`config.mk`:
```
export PLATFORM = sky130hd
export DESIGN_NAME = iir_decim_out
export DESIGN_NICKNAME = d
export VERILOG_FILES = /design/src/rtl/iir_decim_out.sv
export SDC_FILE = /design/constraint.sdc
export NUM_CORES = 1
export LEC_CHECK = 0
export CAP_MARGIN = 20
export CORE_MARGIN = 3
export CORE_UTILIZATION = 40
export DETAILED_ROUTE_END_ITERATION = 7
export GPL_TIMING_DRIVEN = 0
export SLEW_MARGIN = 20
export SYNTH_ARGS = -nofsm -noshare
export SYNTH_HDL_FRONTEND = slang
export SYNTH_SLANG_ARGS = --single-unit
```
`constraint.sdc`:
```
create_clock -name clk -period 3.65 [get_ports clk]
set_clock_uncertainty 0.15 [all_clocks]
set_input_delay 0.73 -clock clk [delete_from_list [all_inputs] [get_ports clk]]
set_output_delay 0.73 -clock clk [all_outputs]
set_load 0.05 [all_outputs]
```
`src/rtl/iir_decim_out.sv`:
```
// Decimating mean of IIR filter output (DECIM = 2^LOG2_DECIM samples per word) into a show-ahead FIFO.
// Define IIR_DECIM_SAT_EN to saturate the 16-bit output word; otherwise the mean wraps to its low 16 bits.
module iir_decim_out #(
  parameter int unsigned LOG2_DECIM = 2,
  parameter int unsigned FIFO_AW    = 3
) (
  input  logic                 clk,
  input  logic                 rst_n,
  input  logic                 in_en,
  input  logic [31:0]          din,
  output logic                 m_valid,
  input  logic                 m_ready,
  output logic [15:0]          m_data,
  output logic [FIFO_AW:0]     fifo_level,
  output logic                 ovf,
  input  logic                 clr_ovf
);

  localparam int unsigned AW    = 32 + LOG2_DECIM;
  localparam int unsigned DEPTH = 1 << FIFO_AW;
  localparam logic [LOG2_DECIM-1:0] CNT_MAX    = '1;
  localparam logic [FIFO_AW:0]      LEVEL_FULL = (FIFO_AW+1)'(DEPTH);

  logic signed [AW-1:0]    acc_q, acc_d;
  logic [LOG2_DECIM-1:0]   cnt_q, cnt_d;
  logic [FIFO_AW-1:0]      wr_ptr_q, wr_ptr_d;
  logic [FIFO_AW-1:0]      rd_ptr_q, rd_ptr_d;
  logic [FIFO_AW:0]        level_q, level_d;
  logic                    ovf_q, ovf_d;
  logic [15:0]             mem_q [DEPTH];

  logic signed [AW-1:0]    sum;
  logic signed [AW-1:0]    mean;
  logic [15:0]             word;
  logic                    last, full, pop, push, drop;

  always_comb begin
    sum  = acc_q + {{LOG2_DECIM{din[31]}}, din};
    mean = sum >>> LOG2_DECIM;
  end

`ifdef IIR_DECIM_SAT_EN
  // The mean fits in 16 bits only when every bit above bit 15 copies the sign.
  always_comb begin
    if (mean[AW-1:15] != {(AW-15){mean[AW-1]}}) begin
      word = mean[AW-1] ? 16'h8000 : 16'h7FFF;
    end else begin
      word = mean[15:0];
    end
  end
`else
  logic unused_mean_hi;
  assign unused_mean_hi = ^mean[AW-1:16];
  assign word = mean[15:0];
`endif

  always_comb begin
    last    = in_en && (cnt_q == CNT_MAX);
    full    = (level_q == LEVEL_FULL);
    m_valid = (level_q != '0);
    pop     = m_valid && m_ready;
    // A full FIFO still accepts the word when the head leaves on the same edge.
    push    = last && (!full || pop);
    drop    = last && full && !pop;

    acc_d = acc_q;
    cnt_d = cnt_q;
    if (in_en) begin
      acc_d = last ? '0 : sum;
      cnt_d = last ? '0 : cnt_q + LOG2_DECIM'(1);
    end

    wr_ptr_d = push ? wr_ptr_q + FIFO_AW'(1) : wr_ptr_q;
    rd_ptr_d = pop  ? rd_ptr_q + FIFO_AW'(1) : rd_ptr_q;

    level_d = level_q;
    case ({push, pop})
      2'b10:   level_d = level_q + (FIFO_AW+1)'(1);
      2'b01:   level_d = level_q - (FIFO_AW+1)'(1);
      default: level_d = level_q;
    endcase

    ovf_d = drop ? 1'b1 : (clr_ovf ? 1'b0 : ovf_q);
  end

  always_ff @(posedge clk or negedge rst_n) begin
    if (!rst_n) begin
      acc_q    <= '0;
      cnt_q    <= '0;
      wr_ptr_q <= '0;
      rd_ptr_q <= '0;
      level_q  <= '0;
      ovf_q    <= 1'b0;
    end else begin
      acc_q    <= acc_d;
      cnt_q    <= cnt_d;
      wr_ptr_q <= wr_ptr_d;
      rd_ptr_q <= rd_ptr_d;
      level_q  <= level_d;
      ovf_q    <= ovf_d;
    end
  end

  always_ff @(posedge clk) begin
    if (push) begin
      mem_q[wr_ptr_q] <= word;
    end
  end

  // Storage is not reset; gating by m_valid keeps m_data at zero while empty.
  assign m_data     = m_valid ? mem_q[rd_ptr_q] : '0;
  assign fifo_level = level_q;
  assign ovf        = ovf_q;

endmodule

```
==> impl.org <==
** Finish
- Summing all non-filler instances in the final layout gives an area of 8570 µm².
- Net total in the final layout :: 581
- 0 antenna diodes ended up in the layout.
- Filler cells :: 1,442
- Fraction of final layout cells sized beyond drive strength 1 :: 0.216
- The area growth from synthesis to layout is 20.5%.
- Non-filler instance count after layout :: 758

** Route
- Count of TritonRoute iterations in the first routing pass :: 4
- Dividing the detail-routed wire length by the instance count gives 19.8 µm.
- Antenna-violating nets left :: 0
- After detailed routing, the total wire length is 15.0 mm.
- The detailed router placed 4,038 vias in this run.
- After detailed routing, the number of vias per cell comes to 5.33.
- The first routing iteration left 318 violations.
- After detailed routing, the number of remaining DRC violations is 0.

** GRT
- Antenna violations before repair :: 0
- Via count of the first global-routing pass :: 4,268
- Largest net degree at the start of global routing :: 26
- Tot GR Track Use :: 0.163
- The first global-routing pass estimated 23.9 mm of wire.
- The total overflow left after global routing is 0.

** Pwr
- IR drop worst, VDD :: 591 µV
- Leak pwr :: 3.13 nW
- For this design the ratio of total power to cell area is 943 nW/µm².

** Setup path
- The slowest stage of the critical path belongs to the cell sky130_fd_sc_hd__xor2_1.
- Longest individual stage delay on the worst path :: 0.55 ns
- Crit path capture type :: flop
- The setup path with the least slack is of type input pin to flop.
- In this run the worst path has a maximum fanout of 9.
- Arr. time, crit path :: 3.71 ns
- STA puts the critical path data required time at 3.86 ns.
- Startpoint type of the worst setup path :: input pin
- Internal reg-to-reg setup slack :: 0.50 ns
- The critical path goes through clkdlybuf4s50_1 > ha_1 > fa_1 > a21o_1 > a21oi_1 > o21ai_1 > a21oi_2 > o31ai_1 > xor2_1 > a31o_2.
- Counting both buffers and inverters, the worst setup path holds a total of 1.
- Cell class contributing the biggest share of worst-path delay :: compound AO/OA/AOI/OAI gates

** STA
- Post-route minimum period :: 3.50 ns
- After layout, the worst setup slack is 0.153 ns.
- Setup violations remaining at the end of the flow were counted as 0.
- RSZ-0062 raised after global routing :: no
- Normalized max-slew margin :: 0.420
- Post-route fraction of the period consumed by the critical path :: 0.958
- At the pin with the least slew margin, the transition time is 0.863 ns.
- Final-report max-slew violation count :: 0
- Fmax :: 0.286 GHz
- Endpoints failing hold :: 0

** Place
- GP Congestion :: 0.846
- I/O Buffers :: 44
- In this run the cell area measured after placement is 8020 µm².
- After detailed placement, the design holds a cell count of 725.
- Timing analysis after detailed placement gives a worst setup slack of -0.303 ns.
- Once detailed placement completed, the half-perimeter wirelength came to 10.5 mm.

** Yosys
- Yosys mapped a number of flops with a built-in enable equal to 128.
- Ys async rst share :: 0.195
- Register area share after synthesis :: 0.649
- Number of distinct library cell variants in the gate-level netlist after synthesis :: 48
- Mean Syn Cell Area :: 16.1 µm²
- Synthesis produced a netlist whose cell count is 441.
- Post-synthesis net count :: 502
- Number of warnings reported in the yosys synthesis log :: 0
- In this run the cell area of the synthesized design comes to 7110 µm².
- Yosys reg bits :: 159
- Among all flip-flop cells after synthesis, the most frequent one is sky130_fd_sc_hd__edfxtp_1.

** Clock network
- Worst-case clock buffer depth :: 2
- The number of clock buffers added by TritonCTS is 17.
- The later pin in the worst-skew pair is clocked with a latency of 0.42 ns.
- TritonCTS built the clock tree.
- The clock drives 159 sinks.
- Register clock-pin slew on the reported worst setup and hold paths :: 0.06 ns
- CTS root buf :: sky130_fd_sc_hd__clkbuf_16
- In this run the number of H-tree levels came out at 4.

** Outcome
- The flow ran to the end, and the final reports show no timing, DRC or antenna violations.

** Hold path
- Path class of the lowest-slack min-delay path :: flop to flop

** Die
- The floorplan step set the die height to 139 µm.
- The die covers 19,400 µm².
- The core region is 17,400 µm².
- In this run the horizontal extent of the chip is 139 µm.
- Row generation in the floorplan step produced 48 rows.
- For this configuration, the core starts out at a cell density of 0.410.
- During I/O placement, the number of pins put on the boundary was 59.

** Run
- Max cap viols :: 0
==> placed cells by master (no fill, tap or decap), types with 13 or more instances in the layout <==
cell	synthesis	final
sky130_fd_sc_hd__a21oi_1	15	15
sky130_fd_sc_hd__a31o_2	13	13
sky130_fd_sc_hd__clkbuf_16	0	17
sky130_fd_sc_hd__clkdlybuf4s50_1	0	27
sky130_fd_sc_hd__dfrtp_1	31	31
sky130_fd_sc_hd__dlygate4sd2_1	0	16
sky130_fd_sc_hd__edfxtp_1	128	128
sky130_fd_sc_hd__ha_1	23	23
sky130_fd_sc_hd__mux2i_1	17	17
sky130_fd_sc_hd__mux4_2	32	32
sky130_fd_sc_hd__nand2_1	16	16
sky130_fd_sc_hd__nor2_1	23	20
sky130_fd_sc_hd__nor2b_1	20	20
==> cell type report <==
class	instances	area [µm²]	area share
clock buffers	19	433	0.0505
flip-flops and latches	159	4620	0.539
inverters	5	18.8	0.00219
plain buffers	17	81.3	0.00949
well taps	225	282	0.0329
repair buffers	61	574	0.0670
clock inverters	13	98.8	0.0115
multi-input cells	259	2460	0.287
==> metrics by stage <==
step / setup TNS (ns) / utilization / total power [mW] / hold slack, ns
after floorplan: 0 / - / 5.47 / 0.284
after global placement: -112.73 / 0.451 / 6.48 / 0.339
after detailed placement: -8.79 / 0.462 / 6.63 / 0.336
after CTS: 0 / 0.493 / 8.14 / 0.355
after global routing: 0 / 0.494 / 8.54 / 0.384
final: 0 / 0.494 / 8.08 / 0.354
==> kinds of logic (layout without fill, tap and decap cells) <==
logic type / count (synthesis) / in the layout / share of synthesized area
DFF: 159 / 159 / 0.649
and+or+nand+nor: 92 / 92 / 0.0689
AOI/OAI and AO/OA: 67 / 67 / 0.0663
muxes: 52 / 52 / 0.130
adders and majority gates: 24 / 24 / 0.0433
xor gates and xnor gates: 24 / 24 / 0.0295
buffers and inverters: 23 / 115 / 0.0127
==> power breakdown <==
part / switching [mW] / internal (mW)
Combinational: 2.30 / 1.29
Sequential: 0.189 / 2.70
Clock: 0.674 / 0.923
==> worst paths after layout <==
check	from	endpoint	cells past startpoint
worst max-delay path	din[0]	acc_q[16]	10
worst min-delay path	cnt_q[0]	cnt_q[0]	1
worst max register to register	acc_q[0]	acc_q[16]	9
worst min register to register	cnt_q[0]	cnt_q[0]	1
max in group asynchronous	rst_n	rd_ptr_q[2]	3
min in group asynchronous	rst_n	fifo_level[0]	2
==> cell usage after synthesis (3+ instances only) <==
cell | n | share of area
sky130_fd_sc_hd__xor2_1 | 12 | 0.015
sky130_fd_sc_hd__nand4_1 | 3 | 0.0026
sky130_fd_sc_hd__xnor2_1 | 12 | 0.015
sky130_fd_sc_hd__dfrtp_1 | 31 | 0.11
sky130_fd_sc_hd__nand2_1 | 16 | 0.0084
sky130_fd_sc_hd__ha_1 | 23 | 0.040
sky130_fd_sc_hd__edfxtp_1 | 128 | 0.54
sky130_fd_sc_hd__nor2b_1 | 20 | 0.018
sky130_fd_sc_hd__buf_2 | 3 | 0.0021
sky130_fd_sc_hd__nand3_1 | 7 | 0.0049
sky130_fd_sc_hd__nand2b_1 | 4 | 0.0035
sky130_fd_sc_hd__o21bai_1 | 3 | 0.0032
sky130_fd_sc_hd__mux2i_1 | 17 | 0.024
sky130_fd_sc_hd__clkbuf_1 | 13 | 0.0069
sky130_fd_sc_hd__a211oi_1 | 3 | 0.0032
sky130_fd_sc_hd__a31o_2 | 13 | 0.016
sky130_fd_sc_hd__mux2_2 | 3 | 0.0047
sky130_fd_sc_hd__a21oi_1 | 15 | 0.011
sky130_fd_sc_hd__a21o_1 | 11 | 0.012
sky130_fd_sc_hd__o21ai_0 | 7 | 0.0049
sky130_fd_sc_hd__nor3_1 | 6 | 0.0042
sky130_fd_sc_hd__inv_1 | 4 | 0.0021
sky130_fd_sc_hd__mux4_2 | 32 | 0.10
sky130_fd_sc_hd__nor2_1 | 23 | 0.012
sky130_fd_sc_hd__a21oi_2 | 3 | 0.0037
==> flip-flops by register name, summed over array words and instances (netlist names) <==
signal	cells
rd_ptr_q	3
ovf	1
fifo_level	4
mem_q	128
wr_ptr_q	3
cnt_q	2
acc_q	18
==> what timing repair did <==
item / 4_1_cts / 5_1_grt
gates resized for setup: 24 / 2
endpoints found under the setup margin: 17 / 19
setup buffers: 1 / 0
hold buffers: 1 / 0
hold endpoints to repair: 6 / 0
pin swaps: 1 / 0
==> routing by layer <==
metal / global-route usage / share of wire / vias to the layer above
met5: 0 / 0 / -
met4: 0.0675 / 0.026 / 0
met3: 0.0333 / 0.049 / 27
met2: 0.256 / 0.47 / 106
met1: 0.222 / 0.46 / 2019
li1: - / - / 1886
==> worst register-to-register path, cell delays in order (launching register included) <==
cell	delay, ns
sky130_fd_sc_hd__dfrtp_1	0.38
sky130_fd_sc_hd__ha_1	0.22
sky130_fd_sc_hd__fa_1	0.42
sky130_fd_sc_hd__a21o_1	0.20
sky130_fd_sc_hd__a21oi_1	0.27
sky130_fd_sc_hd__o21ai_1	0.16
sky130_fd_sc_hd__a21oi_2	0.34
sky130_fd_sc_hd__o31ai_1	0.14
sky130_fd_sc_hd__xor2_1	0.55
sky130_fd_sc_hd__a31o_2	0.26
Power figures use the tool's default switching activity.
==> edit 1: new RTL, same flow settings <==
Add a define of `IIR_DECIM_SAT_EN`.
--- a/src/rtl/iir_decim_out.sv
+++ b/src/rtl/iir_decim_out.sv
@@ -1,5 +1,7 @@
 // Decimating mean of IIR filter output (DECIM = 2^LOG2_DECIM samples per word) into a show-ahead FIFO.
 // Define IIR_DECIM_SAT_EN to saturate the 16-bit output word; otherwise the mean wraps to its low 16 bits.
+`define IIR_DECIM_SAT_EN
+
 module iir_decim_out #(
   parameter int unsigned LOG2_DECIM = 2,
   parameter int unsigned FIFO_AW    = 3
Behaviour: not the same (Yosys sat finds a counterexample within 10 cycles, from zero or initial values and one cycle with rst_n low).
==> edit 1 against the original RTL <==
The flow now finishes with violations (setup timing); count of clock-buffer cells in the layout decreased by 2; first-iteration DRC count is the same; critical path depth rose by 4; final area grew 40%; combinational power is 110% higher; power is 61% higher; sequential power grew 17%; worst hold slack lost 0.19 ns; worst setup slack got worse by 0.51 ns; cell count up 46%; routed wire length rose by 52%; area after synthesis grew 26%; sequential cell count increased by 16; largest power group unchanged.
==> edit 1: results (changes against the original RTL) <==
[detailed_routing]
vias = 6046  ; +50%
viasPerCell = 5.46  ; +2.5%
wl_per_cell_um = 20.6  ; +4.0%
firstDrtPassIters = 5  ; +1
met1Wirelength_mm = 9.63  ; +40%
routed-wl-met2_mm = 12.1  ; +72%
met3RoutedLength_um = 683  ; -8.1%

[cts]
ctsResizeCount = 177  ; +640%
cts_setup_buffers = 36  ; +35
clk-insertion-delay-late_ns = 0.44  ; +0.02 ns

[power_and_ir_drop]
combPwrFrac_pct = 59.2  ; +15 points
leakage_nw = 4.50  ; +44%
powerSeq_mw = 3.39  ; +17%
irDropWorstVdd_mv = 0.473  ; -20%

[global_routing]
grt_use_total_pct = 19.5  ; +3.2 points
grt_pass1_vias = 6508  ; +52%
use_met3_pct = 3.91  ; +0.58 points
use_met2_pct = 34.9  ; +9.3 points
grt_pass1_wl_mm = 36.3  ; +52%

[critical_path]
ff2ff_setup_slack_ns = -0.31  ; -0.81 ns
cp_max_fo = 8  ; -1
worstRegToRegCells = 15  ; +6
crit_start = din[14]
r2r_end = mem_q[2][9]$_DFFE_PP_
cp.arrival_ns = 4.10  ; +0.39 ns

[sta]
worst_pin_slew_ns = 0.656  ; -0.207 ns
finalSetupViolCount = 120  ; +120
setup_ws_ns = -0.359  ; -0.512 ns

[placed_design]
io_buffers = 58  ; +32%
place_ws_ns = -1.62  ; -1.32 ns
hpwl_mm = 16.1  ; +53%
dp_cells = 1039  ; +43%
gp_congestion = 0.860  ; +1.7%

[layout]
multi_input_area_um2 = 4500  ; +83%
fill_cells = 1776  ; +23%

[logic_synthesis]
ys_seq_area_share_pct = 55.9  ; -9.1 points
synth_cell_types = 73  ; +52%
synthArstFlopShare_pct = 26.9  ; +7.4 points
synth_nets = 764  ; +52%

[worst_hold_path]
hp-class = in -> async

[outcome]
violations = setup timing
status = complete, but fails checks

-- edit 1: cell count changes after synthesis, sizes merged, moves of 8 or more --
cell / delta
inv: +43
nand2: +26
a21oi: +35
xnor2: +11
o22ai: +33
ha: +16
o21ai: +13
a31o: -14
nor2: +17
dfrtp: +16
nor2b: -17
buf: +8
-- edit 1: area by class of cell --
cell class,count,share of cell area [%]
Buffer,24,1.45
Tap cell,280,2.93
Clock buffer,17,3.56
Clock inverter,15,1.65
Multi-Input combinational cell,434,37.6
Inverter,47,1.48
Timing Repair Buffer,115,9.35
Sequential cell,175,42.0
-- edit 1: logic make-up after synthesis --
group                    share of synthesized area (%)
XOR/XNOR                                          3.98
buffers and inverters                             3.41
AO/OA/AOI/OAI                                     13.1
flip-flops                                        55.9
adder cells (fa/ha/maj)                           5.88
AND/OR/NAND/NOR                                   7.37
multiplexers                                      10.4
-- edit 1: critical path, stage by stage --
cell and delay (ns):
clkdlybuf4s50_1 0.52, ha_4 0.25, nand2_2 0.12, o21a_2 0.19
o2bb2ai_4 0.09, nor3_4 0.21, o31ai_4 0.11, buf_4 0.15
xnor2_2 0.13, or4_4 0.55, nor4_4 0.29, a41oi_4 0.25
buf_12 0.22, a21oi_4 0.26
-- edit 1: how the worst min path moves through the flow --
stage | from | endpoint | slack (ns)
after floorplan | rst_n | acc_q[0]$_DFFE_PN0P_ | 0.28
after global placement | cnt_q[0]$_DFFE_PN0P_ | cnt_q[0]$_DFFE_PN0P_ | 0.32
after detailed placement | cnt_q[0]$_DFFE_PN0P_ | cnt_q[0]$_DFFE_PN0P_ | 0.32
after CTS | rst_n | acc_q[28]$_DFFE_PN0P_ | 0.19
after global routing | rst_n | acc_q[19]$_DFFE_PN0P_ | 0.21
final | rst_n | acc_q[29]$_DFFE_PN0P_ | 0.17
==> edit 2: new RTL, same settings <==
Without the edit above. Reset style: synchronous (`rst_n`), changed in one clocked block.
--- a/src/rtl/iir_decim_out.sv
+++ b/src/rtl/iir_decim_out.sv
@@ -83,7 +83,7 @@
     ovf_d = drop ? 1'b1 : (clr_ovf ? 1'b0 : ovf_q);
   end
 
-  always_ff @(posedge clk or negedge rst_n) begin
+  always_ff @(posedge clk) begin
     if (!rst_n) begin
       acc_q    <= '0;
       cnt_q    <= '0;
Behaviour: not the same (a bounded check fails within 10 cycles, from zero or initial values and one cycle with rst_n low; the reset may be asserted at any time).
==> edit 2 against the original RTL <==
Via count is 7.6% higher; worst setup slack worse by 0.066 ns; sequential cell count is 3 higher; worst hold slack worse by 0.042 ns; final area is 1.4% higher; routed wire length is 3.0% higher; area after synthesis is 2.0% higher.
Power is not compared: it rests on default switching activity, and its combinational part moved more than twofold at a synthesized area within 25%.
==> edit 2: results (changes against the original RTL) <==
[outcome]
status = finished, final reports clean

[layout]
antenna_cells = 0  ; unchanged
largest_reg_flops = 128  ; unchanged
nets = 624  ; +7.4%
top_register = mem_q
drive_gt1_share_pct = 19.3  ; -2.3 points

[cts]
path_clk_slew_ns = 0.06  ; about the same
htree_num_levels = 4  ; unchanged
cts_buffers = 17  ; unchanged
cts.path.max_buffers = 2  ; unchanged
cts_root_buf = clkbuf_16
clk-insertion-delay-late_ns = 0.42  ; about the same

[logic_synthesis]
ys_seq_area_share_pct = 62.3  ; -2.6 points
ys_top_cells_by_area = edfxtp_1 (53%), mux4_2 (9.9%), dfxtp_1 (9.4%), ha_1 (3.8%), mux2i_1 (2.9%)
synth_nets = 548  ; +9.2%
synthFlopType = edfxtp_1
yosys-top-cells-count = edfxtp_1 (128), dfxtp_1 (34), mux4_2 (32), nor2_1 (29), nand2_1 (25)
synth_cell_types = 58  ; +21%
synthArstFlopShare_pct = 0  ; -19 points
synth_enable_flop_cells = 128  ; unchanged
yosysWarnings = 0  ; unchanged
synth_cells = 487  ; +10%

[job]
cap_violations = 0  ; unchanged

[global_routing]
grt_use_total_pct = 16.4  ; +0.12 points
grt_pass1_wl_mm = 24.5  ; +2.8%
grt_pass1_vias = 4487  ; +5.1%
antenna_found_initial = 0  ; unchanged
grt_max_degree = 17  ; -35%

[detailed_routing]
viasPerCell = 5.43  ; +2.0%
wirelength_mm = 15.5  ; +3.0%
firstDrtPassIters = 4  ; unchanged
vias = 4345  ; +7.6%
first_iter_violations = 286  ; -10%

[placed_design]
place_ws_ns = -0.580  ; -0.277 ns
dp_cells = 769  ; +6.1%
hpwl_mm = 11.0  ; +4.9%
gp_congestion = 0.840  ; -0.71%
io_buffers = 43  ; -2.3%

[power_and_ir_drop]
leakage_nw = 3.07
irDropWorstVdd_mv = 0.344

[sta]
worst_pin_slew_ns = 0.897  ; +0.0339 ns
finalSetupViolCount = 0  ; unchanged

[worst_hold_path]
hp-class = reg -> reg

[critical_path]
cp.arrival_ns = 3.57  ; -0.14 ns
cp_max_fo = 8  ; -1

-- edit 2: kinds of logic (layout without fill, tap and decap cells) --
kind of cell	Yosys count	in the layout	synth area share (%)
flip-flops	162	162	62.3
AND/OR/NAND/NOR	120	120	8.57
AO/OA/AOI/OAI	77	77	7.83
multiplexers	53	53	12.8
buffers and inverters	32	120	1.79
adder cells (fa/ha/maj)	24	24	4.34
XOR/XNOR	19	19	2.29
-- edit 2: repair_timing --
action                                 4_1_cts  5_1_grt
buffers inserted                             0        1
endpoints found under the hold margin        0        0
resized for setup                           24        1
gates cloned                                 0        0
pin swaps                                    1        1
setup endpoints to repair                   24       12
-- edit 2: path summary, 6_finish.rpt --
| path | start | to | slack (ns) | cells past startpoint |
|---|---|---|---|---|
| worst max-delay path | din[0] | mem_q[1][14]$_DFFE_PP_ | 0.09 | 10 |
| worst min-delay path | acc_q[10]$_SDFFE_PN0P_ | acc_q[10]$_SDFFE_PN0P_ | 0.31 | 2 |
| worst max register to register | acc_q[0]$_SDFFE_PN0P_ | mem_q[1][14]$_DFFE_PP_ | 0.53 | 9 |
| worst min register to register | acc_q[10]$_SDFFE_PN0P_ | acc_q[10]$_SDFFE_PN0P_ | 0.31 | 2 |
-- edit 2: metal layers --
| metal | share of wire (%) | GRT usage (%) |
|---|---|---|
| met4 | 0.69 | 4.90 |
| met1 | 44 | 21.9 |
| met2 | 51 | 27.0 |
| met5 | 0 | 0 |
| met3 | 4.2 | 3.53 |
-- edit 2: worst max-delay path: stages --
cell             delay (ns)
clkdlybuf4s50_1        0.41
ha_1                   0.23
fa_1                   0.42
a21o_1                 0.24
a311o_1                0.42
and3_4                 0.21
a2111oi_4              0.41
o31ai_2                0.14
xor2_2                 0.18
buf_4                  0.18
-- edit 2: area by class of cell --
class	count	area [um^2]
Buffer	17	90.1
Clock buffer	17	425
Clock inverter	14	116
Fill cell	1512	8850
Inverter	14	52.6
Multi-Input combinational cell	293	2640
Sequential cell	162	4520
Tap cell	225	282
Timing Repair Buffer	58	553
-- edit 2: stage by stage --
stage / util (%) / area, um^2 / setup TNS [ns] / hold WS (ns) / total power, mW
finish: 49.5 / 8690 / 0 / 0.313 / 5.10
global route: 49.5 / 8690 / 0 / 0.342 / 5.32
floorplan: - / 7260 / 0 / 0.279 / 3.15
global placement: 45.4 / 7970 / -117.23 / 0.299 / 3.50
detailed placement: 46.4 / 8140 / -7.54 / 0.303 / 3.54
CTS: 49.5 / 8680 / 0 / 0.318 / 5.13
-- edit 2: report_power, final --
part | internal, mW | switching [mW]
Clock | 0.927 | 0.702
Sequential | 2.20 | 0.0428
Combinational | 0.428 | 0.807
Total | 3.55 | 1.55
